==> src/rtl/raw_frame_gen.sv <==
// raw_frame_gen - synthetic camera source
//
// Generates a 12-bit raw Bayer pixel stream with line/frame valid strobes
// and pixel coordinates, standing in for the CCD capture path ahead of the
// greyscale/Sobel pipeline. Each frame is V_ACTIVE lines of H_ACTIVE pixels.
// Lines are separated by H_BLANK idle cycles. The last line is followed by
// V_BLANK idle cycles before the next frame starts or the block goes idle.
//
// Optional feature (macro RAW_FRAME_GEN_STALL_EN):
//   Adds an iREADY input. While iREADY is low in ACTIVE the current pixel is
//   held back (oDVAL=0, oLVAL/oFVAL=1). It is emitted once iREADY returns.
//   Without the macro the block behaves as if iREADY were tied high.
//
// Ports:
//   iCLK         clock
//   iRST         asynchronous active-low reset
//   iSTART       start pulse; only honoured when idle
//   iSTOP        stop request; the current frame completes first
//   iMODE        test pattern select, sampled at each frame start
//   iREADY       downstream ready (only with RAW_FRAME_GEN_STALL_EN)
//   oDATA        raw pixel; holds its value while oDVAL=0
//   oDVAL        pixel valid
//   oLVAL        line valid
//   oFVAL        frame valid
//   oX_Cont      column of the current pixel
//   oY_Cont      row of the current pixel
//   oFrame_Cont  number of completed frames (wraps)
//   oBUSY        high whenever the generator is not idle
//
// Every output is a register. Each state transition loads the output
// registers with the values for the cycle that follows it.

module raw_frame_gen #(
    parameter int H_ACTIVE = 1280,
    parameter int V_ACTIVE = 960,
    parameter int H_BLANK  = 16,
    parameter int V_BLANK  = 64
) (
    input  logic        iCLK,
    input  logic        iRST,
    input  logic        iSTART,
    input  logic        iSTOP,
    input  logic [1:0]  iMODE,
`ifdef RAW_FRAME_GEN_STALL_EN
    input  logic        iREADY,
`endif
    output logic [11:0] oDATA,
    output logic        oDVAL,
    output logic        oLVAL,
    output logic        oFVAL,
    output logic [10:0] oX_Cont,
    output logic [10:0] oY_Cont,
    output logic [31:0] oFrame_Cont,
    output logic        oBUSY
);

    // The blank counter is shared by HBLANK and VBLANK.
    // It is sized for the longer of the two blanking intervals.
    localparam int BMAX = (H_BLANK > V_BLANK) ? H_BLANK : V_BLANK;
    localparam int BW   = (BMAX > 1) ? $clog2(BMAX) : 1;

    localparam logic [BW-1:0] HB_LAST = BW'(H_BLANK - 1);
    localparam logic [BW-1:0] VB_LAST = BW'(V_BLANK - 1);
    localparam logic [10:0]   X_LAST  = 11'(H_ACTIVE - 1);
    localparam logic [10:0]   Y_LAST  = 11'(V_ACTIVE - 1);

    typedef enum logic [1:0] {
        IDLE   = 2'd0,
        ACTIVE = 2'd1,
        HBLANK = 2'd2,
        VBLANK = 2'd3
    } state_t;

    state_t          state;
    logic [1:0]      mode;       // pattern latched for the frame in flight
    logic            stopPend;
    logic [BW-1:0]   blankCnt;
    logic            ready;

`ifdef RAW_FRAME_GEN_STALL_EN
    assign ready = iREADY;
`else
    assign ready = 1'b1;
`endif

    // Pixel value for coordinate (x, y) under pattern m.
    function automatic logic [11:0] pixel(input logic [1:0]  m,
                                          input logic [10:0] x,
                                          input logic [10:0] y);
        logic [11:0] p;
        p = 12'h000;
        case (m)
            2'd0: p = {1'b0, x};
            2'd1: p = {1'b0, y};
            2'd2: p = (x[3] ^ y[3]) ? 12'hFFF : 12'h000;
            default: begin
                // Bayer tile G1 R / B G2
                case ({y[0], x[0]})
                    2'b00:   p = 12'h800;
                    2'b01:   p = 12'hFFF;
                    2'b10:   p = 12'h000;
                    default: p = 12'h800;
                endcase
            end
        endcase
        return p;
    endfunction

    always_ff @(posedge iCLK or negedge iRST) begin
        if (!iRST) begin
            state       <= IDLE;
            mode        <= 2'd0;
            stopPend    <= 1'b0;
            blankCnt    <= '0;
            oDATA       <= 12'h000;
            oDVAL       <= 1'b0;
            oLVAL       <= 1'b0;
            oFVAL       <= 1'b0;
            oX_Cont     <= 11'd0;
            oY_Cont     <= 11'd0;
            oFrame_Cont <= 32'd0;
            oBUSY       <= 1'b0;
        end else begin
            case (state)
                IDLE: begin
                    // A stop arriving with the start is dropped.
                    // A stop arriving alone while idle is ignored.
                    if (iSTART) begin
                        state    <= ACTIVE;
                        mode     <= iMODE;
                        stopPend <= 1'b0;
                        oX_Cont  <= 11'd0;
                        oY_Cont  <= 11'd0;
                        oDATA    <= pixel(iMODE, 11'd0, 11'd0);
                        oDVAL    <= ready;
                        oLVAL    <= 1'b1;
                        oFVAL    <= 1'b1;
                        oBUSY    <= 1'b1;
                    end
                end

                ACTIVE: begin
                    if (iSTOP) stopPend <= 1'b1;
                    // The shown pixel counts as delivered only if oDVAL was
                    // high. Otherwise it stays pending and is offered again.
                    if (oDVAL) begin
                        if (oX_Cont == X_LAST) begin
                            oDVAL    <= 1'b0;
                            oLVAL    <= 1'b0;
                            blankCnt <= '0;
                            if (oY_Cont == Y_LAST) begin
                                state       <= VBLANK;
                                oFVAL       <= 1'b0;
                                oFrame_Cont <= oFrame_Cont + 32'd1;
                            end else begin
                                state <= HBLANK;
                            end
                        end else begin
                            oX_Cont <= oX_Cont + 11'd1;
                            oDATA   <= pixel(mode, oX_Cont + 11'd1, oY_Cont);
                            oDVAL   <= ready;
                        end
                    end else begin
                        oDVAL <= ready;
                    end
                end

                HBLANK: begin
                    if (iSTOP) stopPend <= 1'b1;
                    if (blankCnt == HB_LAST) begin
                        state   <= ACTIVE;
                        oX_Cont <= 11'd0;
                        oY_Cont <= oY_Cont + 11'd1;
                        oDATA   <= pixel(mode, 11'd0, oY_Cont + 11'd1);
                        oDVAL   <= ready;
                        oLVAL   <= 1'b1;
                    end else begin
                        blankCnt <= blankCnt + BW'(1);
                    end
                end

                VBLANK: begin
                    if (blankCnt == VB_LAST) begin
                        // A stop pulse on the exit cycle itself still counts.
                        if (stopPend || iSTOP) begin
                            state    <= IDLE;
                            stopPend <= 1'b0;
                            oX_Cont  <= 11'd0;
                            oY_Cont  <= 11'd0;
                            oBUSY    <= 1'b0;
                        end else begin
                            state   <= ACTIVE;
                            mode    <= iMODE;
                            oX_Cont <= 11'd0;
                            oY_Cont <= 11'd0;
                            oDATA   <= pixel(iMODE, 11'd0, 11'd0);
                            oDVAL   <= ready;
                            oLVAL   <= 1'b1;
                            oFVAL   <= 1'b1;
                        end
                    end else begin
                        if (iSTOP) stopPend <= 1'b1;
                        blankCnt <= blankCnt + BW'(1);
                    end
                end

                default: state <= IDLE;
            endcase
        end
    end

endmodule
==> config.mk <==
export PLATFORM = sky130hd
export DESIGN_NAME = raw_frame_gen
export DESIGN_NICKNAME = d
export VERILOG_FILES = /design/src/rtl/raw_frame_gen.sv
export SDC_FILE = /design/constraint.sdc
export NUM_CORES = 1
export LEC_CHECK = 0
export CAP_MARGIN = 20
export CORE_MARGIN = 2
export CORE_UTILIZATION = 45
export CTS_BUF_LIST = sky130_fd_sc_hd__clkbuf_8
export CTS_CLUSTER_SIZE = 8
export DETAILED_ROUTE_END_ITERATION = 7
export MAX_ROUTING_LAYER = met4
export PLACE_DENSITY = 0.72
export SLEW_MARGIN = 15
export SYNTH_ARGS = -nofsm -noshare
export SYNTH_HDL_FRONTEND = slang
export SYNTH_SLANG_ARGS = --single-unit
==> constraint.sdc <==
create_clock -name iCLK -period 2.8 [get_ports iCLK]
set_input_delay 0.42 -clock iCLK [delete_from_list [all_inputs] [get_ports iCLK]]
set_output_delay 0.42 -clock iCLK [all_outputs]
set_load 0.01 [all_outputs]
==> impl_results.html, run 1 <==
<table>
<tr><th>Metric</th><th>Value</th></tr>
<tr><th colspan="2">Outcome</th></tr>
<tr><td>Result of the run</td><td>finished, final reports clean</td></tr>
<tr><th colspan="2">Setup path</th></tr>
<tr><td>Category of the worst setup path capture point</td><td>flop</td></tr>
<tr><td>Slowest stage cell, crit path</td><td>sky130_fd_sc_hd__dfrtp_1</td></tr>
<tr><td>Setup CP Type</td><td>reg2reg</td></tr>
<tr><td>Reg-to-Reg End</td><td>blankCnt[5]</td></tr>
<tr><td>Worst Setup Start Kind</td><td>flop</td></tr>
<tr><td>FF-to-FF Start</td><td>oX_Cont[0]</td></tr>
<tr><td>Register-to-register setup slack</td><td>340 ps</td></tr>
<tr><td>Worst path buffer plus inverter count</td><td>0</td></tr>
<tr><td>Maximum fanout encountered on the critical timing path</td><td>9</td></tr>
<tr><td>CP Data Arrival Time</td><td>about 2700 ps</td></tr>
<tr><td>Count of cells along the worst register-to-register path</td><td>7</td></tr>
<tr><td>Cell breakdown of the critical path</td><td>ha_1, and3_1, and3_1, nand2_2, a211o_1, or2_1, o31ai_1</td></tr>
<tr><td>Maximum single-stage delay on the critical path</td><td>480 ps</td></tr>
<tr><td>Crit-path leading delay family</td><td>simple AND/OR/NAND/NOR gates</td></tr>
<tr><td>Most repeated library cell on the critical path</td><td>sky130_fd_sc_hd__and3_1</td></tr>
<tr><td>Required time of the worst setup path</td><td>3070 ps</td></tr>
<tr><th colspan="2">Power</th></tr>
<tr><td>Internal power component</td><td>around 1.6 mW</td></tr>
<tr><td>Switching share of power</td><td>25.9%</td></tr>
<tr><td>Peak ir drop on the vdd network</td><td>245 µV</td></tr>
<tr><td>Combinational share of power</td><td>5.2%</td></tr>
<tr><td>Proportion of power drawn by flip-flops and latches</td><td>56.3%</td></tr>
<tr><td>Static Leakage</td><td>2.37 nW</td></tr>
<tr><td>Proportion of power drawn by the clock network</td><td>around two fifths</td></tr>
<tr><td>Switching pwr</td><td>around 550 µW</td></tr>
<tr><td>Total power density per cell area</td><td>373 nW/µm²</td></tr>
<tr><th colspan="2">STA</th></tr>
<tr><td>Setup TNS after final layout</td><td>0 ps</td></tr>
<tr><td>Final critical delay including setup and external delays</td><td>2460 ps</td></tr>
<tr><td>Relative slew margins</td><td>just over 60%</td></tr>
<tr><td>Worst Max-Slew Pin Slew</td><td>566 ps</td></tr>
<tr><td>RSZ-0062 raised after global routing</td><td>false</td></tr>
<tr><td>Final-report max-slew violation count</td><td>0</td></tr>
<tr><td>Worst-case clock skew</td><td>16.4 ps</td></tr>
<tr><td>Maximum clock frequency</td><td>roughly 410 MHz</td></tr>
<tr><td>Number of failing hold endpoints at the final stage</td><td>0</td></tr>
<tr><td>Final setup fails</td><td>0</td></tr>
<tr><td>Portion of the clock cycle consumed by the worst path in the final layout</td><td>~90%</td></tr>
<tr><th colspan="2">Die</th></tr>
<tr><td>Die outline area</td><td>roughly 11000 µm²</td></tr>
<tr><td>Die span in x</td><td>105 µm</td></tr>
<tr><td>Placeable core region</td><td>around 9800 µm²</td></tr>
<tr><td>Io pins</td><td>76</td></tr>
<tr><td>Die extent in y</td><td>105 µm</td></tr>
<tr><td>Standard-cell rows</td><td>36</td></tr>
<tr><td>Initial standard-cell utilization of the core</td><td>46.5%</td></tr>
<tr><th colspan="2">Synth</th></tr>
<tr><td>Ys flop type</td><td>sky130_fd_sc_hd__dfrtp_1</td></tr>
<tr><td>Synthesized flop and latch total</td><td>81</td></tr>
<tr><td>Sequential element share of the synthesized area</td><td>44.4%</td></tr>
<tr><td>Leading area contributor after synthesis</td><td>sky130_fd_sc_hd__dfrtp_1</td></tr>
<tr><td>Number of synthesis warnings</td><td>0</td></tr>
<tr><td>Synthesized instance count</td><td>504</td></tr>
<tr><td>Number of flops mapped to enable cells by yosys</td><td>0</td></tr>
<tr><td>Cell types with the largest area share after synthesis</td><td>sky130_fd_sc_hd__dfrtp_1 44%, sky130_fd_sc_hd__xnor2_1 6.0%, sky130_fd_sc_hd__o21ai_0 5.8%</td></tr>
<tr><td>Count of different cell masters after synthesis</td><td>57</td></tr>
<tr><td>Area share of the largest cell type after synthesis</td><td>around 44%</td></tr>
<tr><td>Syn Nets</td><td>between 500 and 600</td></tr>
<tr><td>Share of async-settable or async-resettable flops after synthesis</td><td>100%</td></tr>
<tr><td>Avg Synthesized Cell Area</td><td>9.05 µm²</td></tr>
<tr><td>Post-synthesis instance area</td><td>around 4600 µm²</td></tr>
<tr><th colspan="2">Global routing</th></tr>
<tr><td>Initial antenna violation count</td><td>0</td></tr>
<tr><td>Number of global-route vias before repair</td><td>a little under 4000</td></tr>
<tr><td>Global-route wire length before repair</td><td>19.5 mm</td></tr>
<tr><td>Congestion Overflow GR</td><td>0</td></tr>
<tr><td>Tot GR Track Use</td><td>between 20% and 30%</td></tr>
<tr><td>Largest net degree at the start of global routing</td><td>82</td></tr>
<tr><th colspan="2">Final layout</th></tr>
<tr><td>Fin nets</td><td>593</td></tr>
<tr><td>Area overhead of the layout relative to synthesis</td><td>24.1%</td></tr>
<tr><td>Most common library cell in the layout ignoring fill and taps</td><td>sky130_fd_sc_hd__dfrtp_1</td></tr>
<tr><td>Number of diodes added for antenna fixing</td><td>0</td></tr>
<tr><td>Non-filler cells in the finished layout</td><td>717</td></tr>
<tr><td>Total of fill cells in the finished design</td><td>882</td></tr>
<tr><td>Most used cells in the layout excluding fill and tap cells</td><td>81 x sky130_fd_sc_hd__dfrtp_1, 74 x sky130_fd_sc_hd__clkdlybuf4s50_1, 59 x sky130_fd_sc_hd__nand2_1</td></tr>
<tr><td>Share of post-route cells with drive strength above 1</td><td>roughly 7%</td></tr>
<tr><td>Cell area after layout</td><td>5660 µm²</td></tr>
<tr><th colspan="2">Detailed routing</th></tr>
<tr><td>Detailed-route via count</td><td>4073</td></tr>
<tr><td>Drt first-iter violations</td><td>~250</td></tr>
<tr><td>Post-DR vias/cell</td><td>between 5 and 6</td></tr>
<tr><td>Antenna Violating Nets Remaining</td><td>0</td></tr>
<tr><td>DR WL/cell</td><td>16.4 µm</td></tr>
<tr><td>WL final</td><td>11.8 mm</td></tr>
<tr><td>Total DRC errors in the routed layout</td><td>0</td></tr>
<tr><td>First-pass iteration count of the detailed router</td><td>7</td></tr>
<tr><th colspan="2">Hold path</th></tr>
<tr><td>HP Class</td><td>reg2reg</td></tr>
<tr><td>Terminating pin of the worst hold path</td><td>oFrame_Cont[31]</td></tr>
<tr><td>Min-Delay Startpoint</td><td>oFrame_Cont[31]</td></tr>
<tr><td>Cells on Worst Hold Path</td><td>1</td></tr>
<tr><th colspan="2">Placement</th></tr>
<tr><td>Post-DP HPWL</td><td>8.47 mm</td></tr>
<tr><td>Placed instance area</td><td>5440 µm²</td></tr>
<tr><td>Cell count after placement</td><td>699</td></tr>
<tr><td>Global placement routability congestion</td><td>0.976</td></tr>
<tr><td>Number of input and output port buffers inserted</td><td>75</td></tr>
<tr><th colspan="2">Clock tree</th></tr>
<tr><td>Root buffer cell</td><td>sky130_fd_sc_hd__clkbuf_8</td></tr>
<tr><td>Clock-pin slew on the worst setup and hold paths</td><td>90 ps</td></tr>
<tr><td>Clk sinks</td><td>81</td></tr>
<tr><td>Clock insertion delay at the later pin of the skew report</td><td>360 ps</td></tr>
<tr><td>Number of H-tree levels</td><td>3</td></tr>
<tr><td>Maximum clock insertion buffer count</td><td>2</td></tr>
<tr><td>Buffer count from post-CTS setup fixing</td><td>0</td></tr>
<tr><td>Clock buffers created by TritonCTS</td><td>9</td></tr>
<tr><td>TritonCTS clock tree</td><td>yes</td></tr>
<tr><th colspan="2">Run</th></tr>
<tr><td>Number of max-cap violations</td><td>0</td></tr>
</table>
[cells in the mapped netlist (all sizes together) (2+ instances only)]
master   n
a21oi   18
nand3b   3
ha       8
and4     2
a211oi   2
o21ai   55
a21o     2
mux2     4
nor4     4
o21bai   3
a211o    2
or2      2
xor2    13
and3    20
nor2b    7
nor2    35
dfrtp   81
nor3    14
nand4   17
nand3   27
or3      6
xnor2   31
a31oi    3
a22o     9
clkbuf  12
nand2   60
nand2b  11
inv      8
o31ai   11
o22ai    4
and2     7
buf     10
[registers in the layout, indices dropped and copies added (netlist names)]
| name | count |
|---|---|
| mode | 2 |
| oX_Cont | 11 |
| oFVAL | 1 |
| blankCnt | 6 |
| oY_Cont | 11 |
| oDVAL | 1 |
| oLVAL | 1 |
| stopPend | 1 |
| state | 2 |
| oBUSY | 1 |
| oFrame_Cont | 32 |
| oDATA | 12 |
[layout make-up]
class | count | area [µm²] | share of cell area, %
multi-input combinational | 393 | 2400 | 42.4
sequential | 81 | 2030 | 35.8
timing repair buffer | 86 | 853 | 15.1
tap | 133 | 166 | 2.94
clock buffer | 9 | 124 | 2.19
clock inverter | 7 | 58.8 | 1.04
inverter | 8 | 30.0 | 0.531
[power groups by stage]
stage	logic, mW	clock network [mW]	registers, mW
after floorplan	0.0370	0	1.21
after global placement	0.105	0	1.21
after detailed placement	0.105	0	1.21
after CTS	0.105	0.840	1.19
after global routing	0.123	0.882	1.19
final	0.110	0.812	1.19
[per-layer routing]
layer	GRT usage, %	up-vias	part of all wire (%)
met5	-	-	0
met4	9.71	0	3.4
met3	4.05	31	4.9
met2	34.5	133	47
met1	30.1	1963	45
li1	-	1946	-
[worst reg2reg max path: cells and delay by family, from the launching register on]
family          cells  cell delay (ps)
compound gates      2              620
flops               1              480
fa+ha+maj           1              310
simple gates        4              970
[worst max-delay path by stage]
stage          startpoint               to  slack, ps  cells after the start
2_1_floorplan  oY_Cont[0]  oFrame_Cont[17]        560                      7
3_3_place_gp   oY_Cont[0]  oFrame_Cont[31]        390                      8
3_5_place_dp   oX_Cont[0]      blankCnt[5]        330                      7
4_1_cts        oY_Cont[0]  oFrame_Cont[27]        340                      8
5_1_grt        oX_Cont[0]      blankCnt[5]         80                      7
6_report       oX_Cont[0]      blankCnt[5]        340                      7
[cell families after synthesis]
| family | count (synthesis) | synth area share [%] |
|---|---|---|
| flops | 81 | 44.4 |
| simple gates | 217 | 24.8 |
| fa+ha+maj | 8 | 2.19 |
| compound gates | 119 | 16.0 |
| xor+xnor | 44 | 8.45 |
| buf+inv | 30 | 2.96 |
| mux | 5 | 1.21 |
[through the flow]
stage                     power, mW  hold slack (ps)  setup WS (ps)  util (%)
after floorplan                1.25              124            565         -
after global placement         1.32              458            390      55.4
after detailed placement       1.32              475            332      55.4
after CTS                      2.13              261            343      57.3
after global routing           2.20              494           85.0      57.6
final                          2.11              480            338      57.6
[what timing repair did]
item / CTS / global route
gates resized for setup: 0 / 0
setup endpoints to repair: 0 / 0
hold buffers: 0 / 1
hold endpoints to repair: 0 / 18
Note: power is estimated with default switching activity, not from simulation.
==> run 2, diff against run 1 <==
ABC_CLOCK_PERIOD_IN_PS = 2500   (was unset)
clock period = 2.5 ns   (was 2.8 ns; I/O delays follow)
==> run 2 against run 1 <==
Worst setup slack got worse by 200 ps. Critical path depth unchanged. Sequential power increased by 12%. Count of clock-buffer cells in the layout increased by 1. Power increased by 17%. Sequential cell count unchanged. Non-clock buffer count increased by 12. Global-route usage increased by 0.57 points. Clock skew decreased by 4.5 ps. Register-to-register slack got worse by 200 ps. Via count increased by 2.2%. Highest routed layer unchanged.
==> impl_results.html, run 2 (synthesis gave the netlist of run 1 again) <==
<table>
<tr><th>Metric</th><th>Value</th></tr>
<tr><th colspan="2">Clock tree</th></tr>
<tr><td>Root buffer cell</td><td>sky130_fd_sc_hd__clkbuf_8 (unchanged)</td></tr>
<tr><td>Number of H-tree levels</td><td>3 (unchanged)</td></tr>
<tr><td>Clk sinks</td><td>81 (unchanged)</td></tr>
<tr><td>Clock-pin slew on the worst setup and hold paths</td><td>90 ps (about the same)</td></tr>
<tr><td>Buffer count from post-CTS setup fixing</td><td>0 (unchanged)</td></tr>
<tr><td>Maximum clock insertion buffer count</td><td>2 (unchanged)</td></tr>
<tr><td>Clock insertion delay at the later pin of the skew report</td><td>370 ps (was 360 ps)</td></tr>
<tr><td>TritonCTS clock tree</td><td>yes (unchanged)</td></tr>
<tr><td>Clock buffers created by TritonCTS</td><td>9 (unchanged)</td></tr>
<tr><th colspan="2">Die</th></tr>
<tr><td>Die extent in y</td><td>105 µm (unchanged)</td></tr>
<tr><td>Standard-cell rows</td><td>36 (unchanged)</td></tr>
<tr><td>Initial standard-cell utilization of the core</td><td>46.5% (unchanged)</td></tr>
<tr><td>Die span in x</td><td>105 µm (unchanged)</td></tr>
<tr><td>Placeable core region</td><td>9820 µm² (unchanged)</td></tr>
<tr><td>Io pins</td><td>76 (unchanged)</td></tr>
<tr><td>Die outline area</td><td>11000 µm² (unchanged)</td></tr>
<tr><th colspan="2">Global routing</th></tr>
<tr><td>Number of global-route vias before repair</td><td>4102 (was 3906)</td></tr>
<tr><td>Congestion Overflow GR</td><td>0 (unchanged)</td></tr>
<tr><td>Global-route wire length before repair</td><td>20.2 mm (was 19.5 mm)</td></tr>
<tr><td>Initial antenna violation count</td><td>0 (unchanged)</td></tr>
<tr><td>Largest net degree at the start of global routing</td><td>38 (was 82)</td></tr>
<tr><td>Tot GR Track Use</td><td>23.3% (was 22.7%)</td></tr>
<tr><th colspan="2">Setup path</th></tr>
<tr><td>Crit-path leading delay family</td><td>simple AND/OR/NAND/NOR gates (unchanged)</td></tr>
<tr><td>Maximum fanout encountered on the critical timing path</td><td>8 (was 9)</td></tr>
<tr><td>Setup CP Type</td><td>reg2reg (unchanged)</td></tr>
<tr><td>Count of cells along the worst register-to-register path</td><td>7 (unchanged)</td></tr>
<tr><td>Number of logic stages on the critical path including buffering</td><td>7 (unchanged)</td></tr>
<tr><td>Slowest stage cell, crit path</td><td>sky130_fd_sc_hd__or3_1 (was sky130_fd_sc_hd__dfrtp_1)</td></tr>
<tr><td>Maximum single-stage delay on the critical path</td><td>530 ps (was 480 ps)</td></tr>
<tr><td>Required time of the worst setup path</td><td>2810 ps (was 3070 ps)</td></tr>
<tr><td>CP Data Arrival Time</td><td>2680 ps (was 2730 ps)</td></tr>
<tr><td>Category of the worst setup path capture point</td><td>flop (unchanged)</td></tr>
<tr><td>Worst Setup Start Kind</td><td>flop (unchanged)</td></tr>
<tr><td>Worst path buffer plus inverter count</td><td>0 (unchanged)</td></tr>
<tr><td>Cell breakdown of the critical path</td><td>ha_1, nand3_1, or3_1, a21o_1, or3_1, o21bai_1, a21o_1 (was ha_1, and3_1, and3_1, nand2_2, a211o_1, or2_1, o31ai_1)</td></tr>
<tr><th colspan="2">Detailed routing</th></tr>
<tr><td>First-pass iteration count of the detailed router</td><td>4 (was 7)</td></tr>
<tr><td>DR WL/cell</td><td>16.5 µm (was 16.4 µm)</td></tr>
<tr><td>Drt first-iter violations</td><td>181 (was 251)</td></tr>
<tr><td>Total DRC errors in the routed layout</td><td>0 (unchanged)</td></tr>
<tr><td>WL final</td><td>12.0 mm (was 11.8 mm)</td></tr>
<tr><td>Antenna Violating Nets Remaining</td><td>0 (unchanged)</td></tr>
<tr><td>Detailed-route via count</td><td>4161 (was 4073)</td></tr>
<tr><td>Post-DR vias/cell</td><td>5.71 (was 5.68)</td></tr>
<tr><th colspan="2">STA</th></tr>
<tr><td>Worst-case clock skew</td><td>11.9 ps (was 16.4 ps)</td></tr>
<tr><td>WHS</td><td>476 ps (was 480 ps)</td></tr>
<tr><td>Maximum clock frequency</td><td>423 MHz (was 406 MHz)</td></tr>
<tr><td>RSZ-0062 raised after global routing</td><td>false (unchanged)</td></tr>
<tr><td>Portion of the clock cycle consumed by the worst path in the final layout</td><td>94.7% (was 87.9%)</td></tr>
<tr><td>Relative slew margins</td><td>67.0% (was 62.0%)</td></tr>
<tr><td>Final setup fails</td><td>0 (unchanged)</td></tr>
<tr><td>Number of failing hold endpoints at the final stage</td><td>0 (unchanged)</td></tr>
<tr><td>Final-report max-slew violation count</td><td>0 (unchanged)</td></tr>
<tr><td>Final critical delay including setup and external delays</td><td>2370 ps (was 2460 ps)</td></tr>
<tr><td>Final worst slack</td><td>134 ps (was 338 ps)</td></tr>
<tr><td>Worst Max-Slew Pin Slew</td><td>495 ps (was 566 ps)</td></tr>
<tr><td>Setup TNS after final layout</td><td>0 ps (unchanged)</td></tr>
<tr><th colspan="2">Final layout</th></tr>
<tr><td>Number of diodes added for antenna fixing</td><td>0 (unchanged)</td></tr>
<tr><td>Area overhead of the layout relative to synthesis</td><td>26.6% (was 24.1%)</td></tr>
<tr><td>Fin nets</td><td>605 (was 593)</td></tr>
<tr><td>Register name with the most flops</td><td>oFrame_Cont (unchanged)</td></tr>
<tr><td>Cell area after layout</td><td>5770 µm² (was 5660 µm²)</td></tr>
<tr><td>Largest registers ranked by flip-flop count</td><td>oFrame_Cont x32, oDATA x12 (unchanged)</td></tr>
<tr><td>Most used cells in the layout excluding fill and tap cells</td><td>81 x sky130_fd_sc_hd__dfrtp_1, 74 x sky130_fd_sc_hd__clkdlybuf4s50_1, 58 x sky130_fd_sc_hd__nand2_1 (was 81 x sky130_fd_sc_hd__dfrtp_1, 74 x sky130_fd_sc_hd__clkdlybuf4s50_1, 59 x sky130_fd_sc_hd__nand2_1)</td></tr>
<tr><td>Most common library cell in the layout ignoring fill and taps</td><td>sky130_fd_sc_hd__dfrtp_1 (unchanged)</td></tr>
<tr><td>Share of post-route cells with drive strength above 1</td><td>9.23% (was 7.02%)</td></tr>
<tr><td>Number of flip-flops in the largest register</td><td>32 (unchanged)</td></tr>
<tr><th colspan="2">Power</th></tr>
<tr><td>Peak ir drop on the vdd network</td><td>243 µV (was 245 µV)</td></tr>
<tr><td>Static Leakage</td><td>2.45 nW (was 2.37 nW)</td></tr>
<tr><td>Total power density per cell area</td><td>429 nW/µm² (was 373 nW/µm²)</td></tr>
<tr><td>Total Power</td><td>2.48 mW (was 2.11 mW)</td></tr>
<tr><th colspan="2">Run</th></tr>
<tr><td>Number of max-cap violations</td><td>0 (unchanged)</td></tr>
<tr><th colspan="2">Placement</th></tr>
<tr><td>Placed instance area</td><td>5550 µm² (was 5440 µm²)</td></tr>
<tr><td>Pre-CTS setup slack</td><td>143 ps (was 332 ps)</td></tr>
<tr><td>Global placement routability congestion</td><td>0.968 (was 0.976)</td></tr>
<tr><td>Number of input and output port buffers inserted</td><td>75 (unchanged)</td></tr>
<tr><td>Post-DP HPWL</td><td>8.76 mm (was 8.47 mm)</td></tr>
<tr><th colspan="2">Outcome</th></tr>
<tr><td>Result of the run</td><td>finished, final reports clean (unchanged)</td></tr>
<tr><th colspan="2">Hold path</th></tr>
<tr><td>Cells on Worst Hold Path</td><td>1 (unchanged)</td></tr>
<tr><td>HP Class</td><td>reg2reg (unchanged)</td></tr>
</table>
==> run 2: path summary, 6_finish.rpt <==
| check | start | slack [ps] | to |
|---|---|---|---|
| worst max-delay path | blankCnt[0] | 130 | oX_Cont[7] |
| worst min-delay path | oFrame_Cont[31] | 480 | oFrame_Cont[31] |
| worst max register to register | blankCnt[0] | 130 | oX_Cont[7] |
| worst min register to register | oFrame_Cont[31] | 480 | oFrame_Cont[31] |
| max in group asynchronous | iRST | 1400 | oY_Cont[10] |
| min in group asynchronous | iRST | 520 | blankCnt[5] |
==> run 2: area by class of cell <==
type                            instances  area, µm²
Fill cell                             902       4050
Multi-Input combinational cell        393       2400
Sequential cell                        81       2030
Timing Repair Buffer                   98        936
Tap cell                              133        166
Clock buffer                           10        138
Clock inverter                          6       72.6
Inverter                                8       30.0
==> run 2: routing by layer <==
layer	share of wire, %	vias to the layer above	global-route usage [%]
li1	-	1970	-
met1	45	2005	30.0
met2	48	164	36.6
met3	5.7	22	4.99
met4	2.2	0	8.00
met5	0	-	-
==> run 2: what timing repair did <==
item | CTS | global route
hold buffers | 1 | 0
endpoints found under the hold margin | 35 | 0
endpoints found under the setup margin | 0 | 10
resized for setup | 0 | 2
==> run 2: worst reg2reg max path, cell delays in order, from the launching register on <==
cell and delay [ps]:
sky130_fd_sc_hd__dfrtp_1 390, sky130_fd_sc_hd__ha_1 210, sky130_fd_sc_hd__nand3_1 140, sky130_fd_sc_hd__or3_1 420, sky130_fd_sc_hd__a21o_1 270, sky130_fd_sc_hd__or3_1 530, sky130_fd_sc_hd__o21bai_1 230, sky130_fd_sc_hd__a21o_1 130
==> run 2: per-stage QoR <==
step,utilization (%),std cells
2_1_floorplan,-,504
3_5_place_dp,56.5,712
3_3_place_gp,56.5,712
4_1_cts,58.8,729
5_1_grt,58.8,729
6_report,58.8,729
==> run 2: where the power goes <==
group	total [mW]	internal, mW	leakage, nW	switching (mW)
logic	0.124	0.0540	1.30	0.0698
registers	1.33	1.32	1.04	0.0104
clock network	1.02	0.499	0.103	0.522
total	2.48	1.88	2.45	0.602
==> run 3, diff against run 2 <==
--- a/config.mk
+++ b/config.mk
@@ -11,5 +11,5 @@
 export CORE_UTILIZATION = 45
 export CTS_BUF_LIST = sky130_fd_sc_hd__clkbuf_8
-export CTS_CLUSTER_SIZE = 8
+export CTS_CLUSTER_SIZE = 16
 export DETAILED_ROUTE_END_ITERATION = 7
 export MAX_ROUTING_LAYER = met4
==> constraint.sdc (replaced) <==
create_clock -name iCLK -period 2.5 [get_ports iCLK]
set_input_delay 0.375 -clock iCLK [delete_from_list [all_inputs] [get_ports iCLK]]
set_output_delay 0.375 -clock iCLK [all_outputs]
set_load 0.02 [all_outputs]
==> results of run 3 <==
Same layout as run 2 (identical final DEF). Status: finished, final reports clean.
Main changes from that run: total power 2.48 mW -> 2.49 mW
